### src/rtl/nor_sweep_ctrl.sv
// Exhaustive stimulus sequencer for a 4-input NOR-built function block: walks every input vector,
// captures F after a settle delay and scores it against a table. Optional: NOR_SWEEP_STOP_ON_FAIL_EN.
module nor_sweep_ctrl #(
  parameter int unsigned N_VARS        = 4,
  parameter int unsigned SETTLE_CYCLES = 1
) (
  input  logic                  clk,
  input  logic                  rst_n,
  input  logic                  start,
  input  logic [2**N_VARS-1:0]  exp_table,
  input  logic                  f_in,
  output logic [N_VARS-1:0]     vec_out,
  output logic                  busy,
  output logic                  done,
  output logic [2**N_VARS-1:0]  table_out,
  output logic [N_VARS:0]       err_cnt,
  output logic [N_VARS-1:0]     fail_idx,
  output logic                  pass
);

  localparam int unsigned TW = 2**N_VARS;
  localparam logic [7:0] SettleLast = 8'(SETTLE_CYCLES - 1);
  localparam logic [N_VARS-1:0] VecLast = {N_VARS{1'b1}};

  typedef enum logic [1:0] {StIdle, StSettle, StSample, StDone} state_e;

  state_e            state_q, state_d;
  logic [N_VARS-1:0] vec_q, vec_d;
  logic [TW-1:0]     exp_q, exp_d;
  logic [TW-1:0]     tbl_q, tbl_d;
  logic [N_VARS:0]   err_q, err_d;
  logic [N_VARS-1:0] fidx_q, fidx_d;
  logic              pass_q, pass_d;
  logic [7:0]        cnt_q, cnt_d;
  logic              mismatch;
  logic              last_sample;

  always_comb begin
    state_d     = state_q;
    vec_d       = vec_q;
    exp_d       = exp_q;
    tbl_d       = tbl_q;
    err_d       = err_q;
    fidx_d      = fidx_q;
    pass_d      = pass_q;
    cnt_d       = cnt_q;
    mismatch    = (f_in != exp_q[vec_q]);
`ifdef NOR_SWEEP_STOP_ON_FAIL_EN
    last_sample = mismatch || (vec_q == VecLast);
`else
    last_sample = (vec_q == VecLast);
`endif
    unique case (state_q)
      StIdle: begin
        if (start) begin
          exp_d   = exp_table;
          tbl_d   = '0;
          err_d   = '0;
          fidx_d  = '0;
          pass_d  = 1'b0;
          vec_d   = '0;
          cnt_d   = '0;
          state_d = StSettle;
        end
      end
      StSettle: begin
        if (cnt_q == SettleLast) begin
          cnt_d   = '0;
          state_d = StSample;
        end else begin
          cnt_d = cnt_q + 8'd1;
        end
      end
      StSample: begin
        tbl_d[vec_q] = f_in;
        if (mismatch) begin
          err_d = err_q + 1'b1;
          if (err_q == '0) fidx_d = vec_q;
        end
        if (last_sample) begin
          // Resolve pass here so it is already valid while done is high.
          pass_d  = (err_d == '0);
          state_d = StDone;
        end else begin
          vec_d   = vec_q + 1'b1;
          state_d = StSettle;
        end
      end
      StDone: state_d = StIdle;
      default: state_d = StIdle;
    endcase
  end

  always_ff @(posedge clk) begin
    if (!rst_n) begin
      state_q <= StIdle;
      vec_q   <= '0;
      exp_q   <= '0;
      tbl_q   <= '0;
      err_q   <= '0;
      fidx_q  <= '0;
      pass_q  <= 1'b0;
      cnt_q   <= '0;
    end else begin
      state_q <= state_d;
      vec_q   <= vec_d;
      exp_q   <= exp_d;
      tbl_q   <= tbl_d;
      err_q   <= err_d;
      fidx_q  <= fidx_d;
      pass_q  <= pass_d;
      cnt_q   <= cnt_d;
    end
  end

  assign vec_out   = vec_q;
  assign busy      = (state_q != StIdle);
  assign done      = (state_q == StDone);
  assign table_out = tbl_q;
  assign err_cnt   = err_q;
  assign fail_idx  = fidx_q;
  assign pass      = pass_q;

endmodule
### config.mk
export PLATFORM = sky130hd
export DESIGN_NAME = nor_sweep_ctrl
export DESIGN_NICKNAME = d
export VERILOG_FILES = /design/src/rtl/nor_sweep_ctrl.sv
export SDC_FILE = /design/constraint.sdc
export NUM_CORES = 1
export LEC_CHECK = 0
export ABC_CLOCK_PERIOD_IN_PS = 3000
export CAP_MARGIN = 15
export CORE_UTILIZATION = 53
export CTS_CLUSTER_DIAMETER = 80
export CTS_CLUSTER_SIZE = 40
export DETAILED_ROUTE_END_ITERATION = 10
export PLACE_DENSITY_LB_ADDON = 0.3
export SYNTH_ARGS = -nofsm -noshare
export SYNTH_HDL_FRONTEND = slang
export SYNTH_SLANG_ARGS = --single-unit
### constraint.sdc
create_clock -name clk -period 3 [get_ports clk]
set_clock_uncertainty 0.2 [all_clocks]
set_input_delay 0.45 -clock clk [delete_from_list [all_inputs] [get_ports clk]]
set_output_delay 0.45 -clock clk [all_outputs]
set_load 0.03 [all_outputs]
==> results.cfg <==
[routing]
vias = 2895
drt-initial-drc-count = 219
viasPerCell = 6.06
wl_per_cell_um = 14.8
postRouteAntennaNets = 0
drc = 0
drt_first_pass_iters = 5
wl_mm = 7.09

[cells_and_area]
nNetsFinal = 435
drive_gt1_share_pct = 7.35
fin_area_sq_um = 3630
n_antenna_cell = 0
area_growth_syn_to_layout_pct = 23.5

[logic_synthesis]
synth_flop_cell = dfxtp_1
yosysTopAreaCell = dfxtp_1
syn_avg_cell_area_sq_um = 8.01
syn_inst = 367
ys_seq_area_share_pct = 38.1
synthesis.nets = 395
synth_edf_count = 0
synthesis.area_sq_um = 2940
ys_ff_latch = 56
yosys_warnings = 0
synth_top_area_share_pct = 38.1
synth.most_common_cell = dfxtp_1
synth_common_cells = dfxtp_1, a21oi_1, nand2_1, clkbuf_1, nand4_1
async_flop_share_pct = 0
synth.distinct_cells = 52
synth_area_leaders = dfxtp_1, a21oi_1, nand2_1

[global_route]
grt_pass1_vias = 2644
grt_pass1_wl_mm = 12.2
grt_max_degree = 41
grt_overflow = 0
grt_util_all_layers_pct = 25.4
antenna_found_initial = 0

[setup_path]
critPathBufInv = 0
crit_slowest_cell = mux4_2
reg2reg_depth = 6
path_class = flop to flop
critPathArrivalTime_ns = 2.64
worstPathMaxFanout = 8
max_stage_delay_ns = 0.51
crit_chain = mux4_2 -> mux2_4 -> xnor2_1 -> nand4b_1 -> a311o_1 -> a21oi_1
worstSetupStartpointType = flop
crit_family = multiplexers
crit_path_end_kind = flop
path_depth = 6
required_ns = 3.04

[clock_tree]
cts_tree = yes
cts-resized-gates = 0
clkSinkCount = 56
cts.clk_slew.worst_paths_ns = 0.10
cts_root_buffer = clkbuf_8
hold_buffers = 0
cts_max_path_buffers = 2
htreeDepth = 2
postCtsSetupRepairBufs = 0
cts_buffers = 5
worst_skew_pair.late_latency_ns = 0.31

[timing]
slew_headroom_pct = 53.9
worst_pin_slew_ns = 0.689
tns_ns = 0
setup_viol = 0
min_period_ns = 2.60
report.final.slew_viol_count = 0
clock.fmax_mhz = 385
hold_viol_final = 0
fin_crit_sh_pct = 86.5
finalWorstSetupSlack_ns = 0.405
rsz0062_at_grt = no

[outcome]
run_status = finished clean

[power_and_ir_drop]
p_int_uw = 1180
vdd_drop_max_mv = 0.302
clkPwrFrac_pct = 37.9
switching_share_pct = 24.4
power_density_nw_per_um2 = 428
leakagePower_uw = 0.00127
power_frac_seq_pct = 49.8
pwr-share-comb_pct = 12.3
netSwitchingPower_uw = 379

[place]
routabilityCongestion = 0.867
port_buffers = 51
place_hpwl_mm = 5.02
preCtsSetupSlack_ns = 0.449
place_area_sq_um = 3490

[hold_path]
hp-class = flop to flop
min_path_cells = 2

[floorplanning]
die_w_um = 76.5
core_sq_um = 5240
fp-row-count = 26
io-pin-count = 52
die_h_um = 76.5
start_util_pct = 56.1
die_area_sq_um = 5850

[run]
drv_cap = 0
-- worst reg2reg max path, stage by stage, from the launching register on --
cell	delay, ns
dfxtp_1	0.41
mux4_2	0.51
mux2_4	0.30
xnor2_1	0.14
nand4b_1	0.38
a311o_1	0.46
a21oi_1	0.14
-- per-layer routing --
metal / part of all wire, % / vias to the layer above / track usage (%)
met1: 46 / 1375 / 33.5
met4: 1.5 / 0 / 9.23
met3: 4.8 / 10 / 4.31
met2: 47 / 90 / 41.7
met5: 0 / - / 0
li1: - / 1420 / -
-- layout make-up --
type | instances | area [sq um]
multi-input cells | 272 | 1660
fillers | 441 | 1610
flip-flops and latches | 56 | 1120
repair buffers | 61 | 586
well taps | 70 | 87.6
clock buffers | 5 | 68.8
clock inverters | 3 | 68.8
inverters | 11 | 41.3
-- sequential cells by signal (all words and copies together), names as in the netlist --
signal	cells
cnt_q	8
state_q	2
fail_idx	4
err_cnt	5
pass	1
table_out	16
vec_out	4
exp_q	16
-- power by group through the flow --
stage / sequential (uW) / clock (uW) / combinational [uW]
after global routing: 777 / 636 / 212
after floorplan: 791 / 0 / 121
after detailed placement: 792 / 0 / 188
final: 775 / 589 / 191
after global placement: 791 / 0 / 185
after CTS: 775 / 601 / 189
-- kinds of logic (layout without fill, tap and decap cells) --
logic type	count (synthesis)	in the layout	share of synthesized area [%]
AND/OR/NAND/NOR	152	152	26.3
AO/OA/AOI/OAI	99	99	21.1
flip-flops	56	56	38.1
buffers and inverters	39	80	5.58
multiplexers	10	10	4.55
adder cells (fa/ha/maj)	8	8	3.41
XOR/XNOR	3	3	0.894
-- placed cells by master, fill, tap and decap left out, types with 3 or more instances in the layout --
cell type and count:
dfxtp_1 56, clkdlybuf4s50_1 51, a21oi_1 50, nand2_1 47, nand4_1 21, nor2_1 19
nand3_1 19, inv_1 10, o211ai_1 10, o21ai_0 10, buf_4 10, ha_1 8
nor3_1 7, or3_1 7, and3_1 7, nand2b_1 5, clkbuf_8 5, o311ai_0 4
mux2i_1 4, a211oi_1 4, nor3b_1 4, and2_1 3, nor2b_1 3, mux2_2 3
xnor2_1 3
-- worst paths after layout --
check / to / startpoint / slack [ns]
setup / recovery: fail_idx[0]$_SDFFE_PN0P_ / vec_out[0]$_SDFFE_PN0P_ / 0.40
hold / removal: exp_q[14]$_SDFFE_PN0P_ / exp_q[14]$_SDFFE_PN0P_ / 0.26
setup reg to reg: fail_idx[0]$_SDFFE_PN0P_ / vec_out[0]$_SDFFE_PN0P_ / 0.40
hold reg to reg: exp_q[14]$_SDFFE_PN0P_ / exp_q[14]$_SDFFE_PN0P_ / 0.26
-- through the flow --
step                hold WS [ns]  utilization [%]  power (uW)  instances
finish                     0.260             69.3        1550        478
global route               0.291             69.3        1630        478
global placement           0.245             66.7         976        470
detailed placement         0.247             66.7         980        470
CTS                        0.262             69.3        1560        478
floorplan                  0.233                -         912        367
Note: power is estimated with default switching activity, not from simulation.
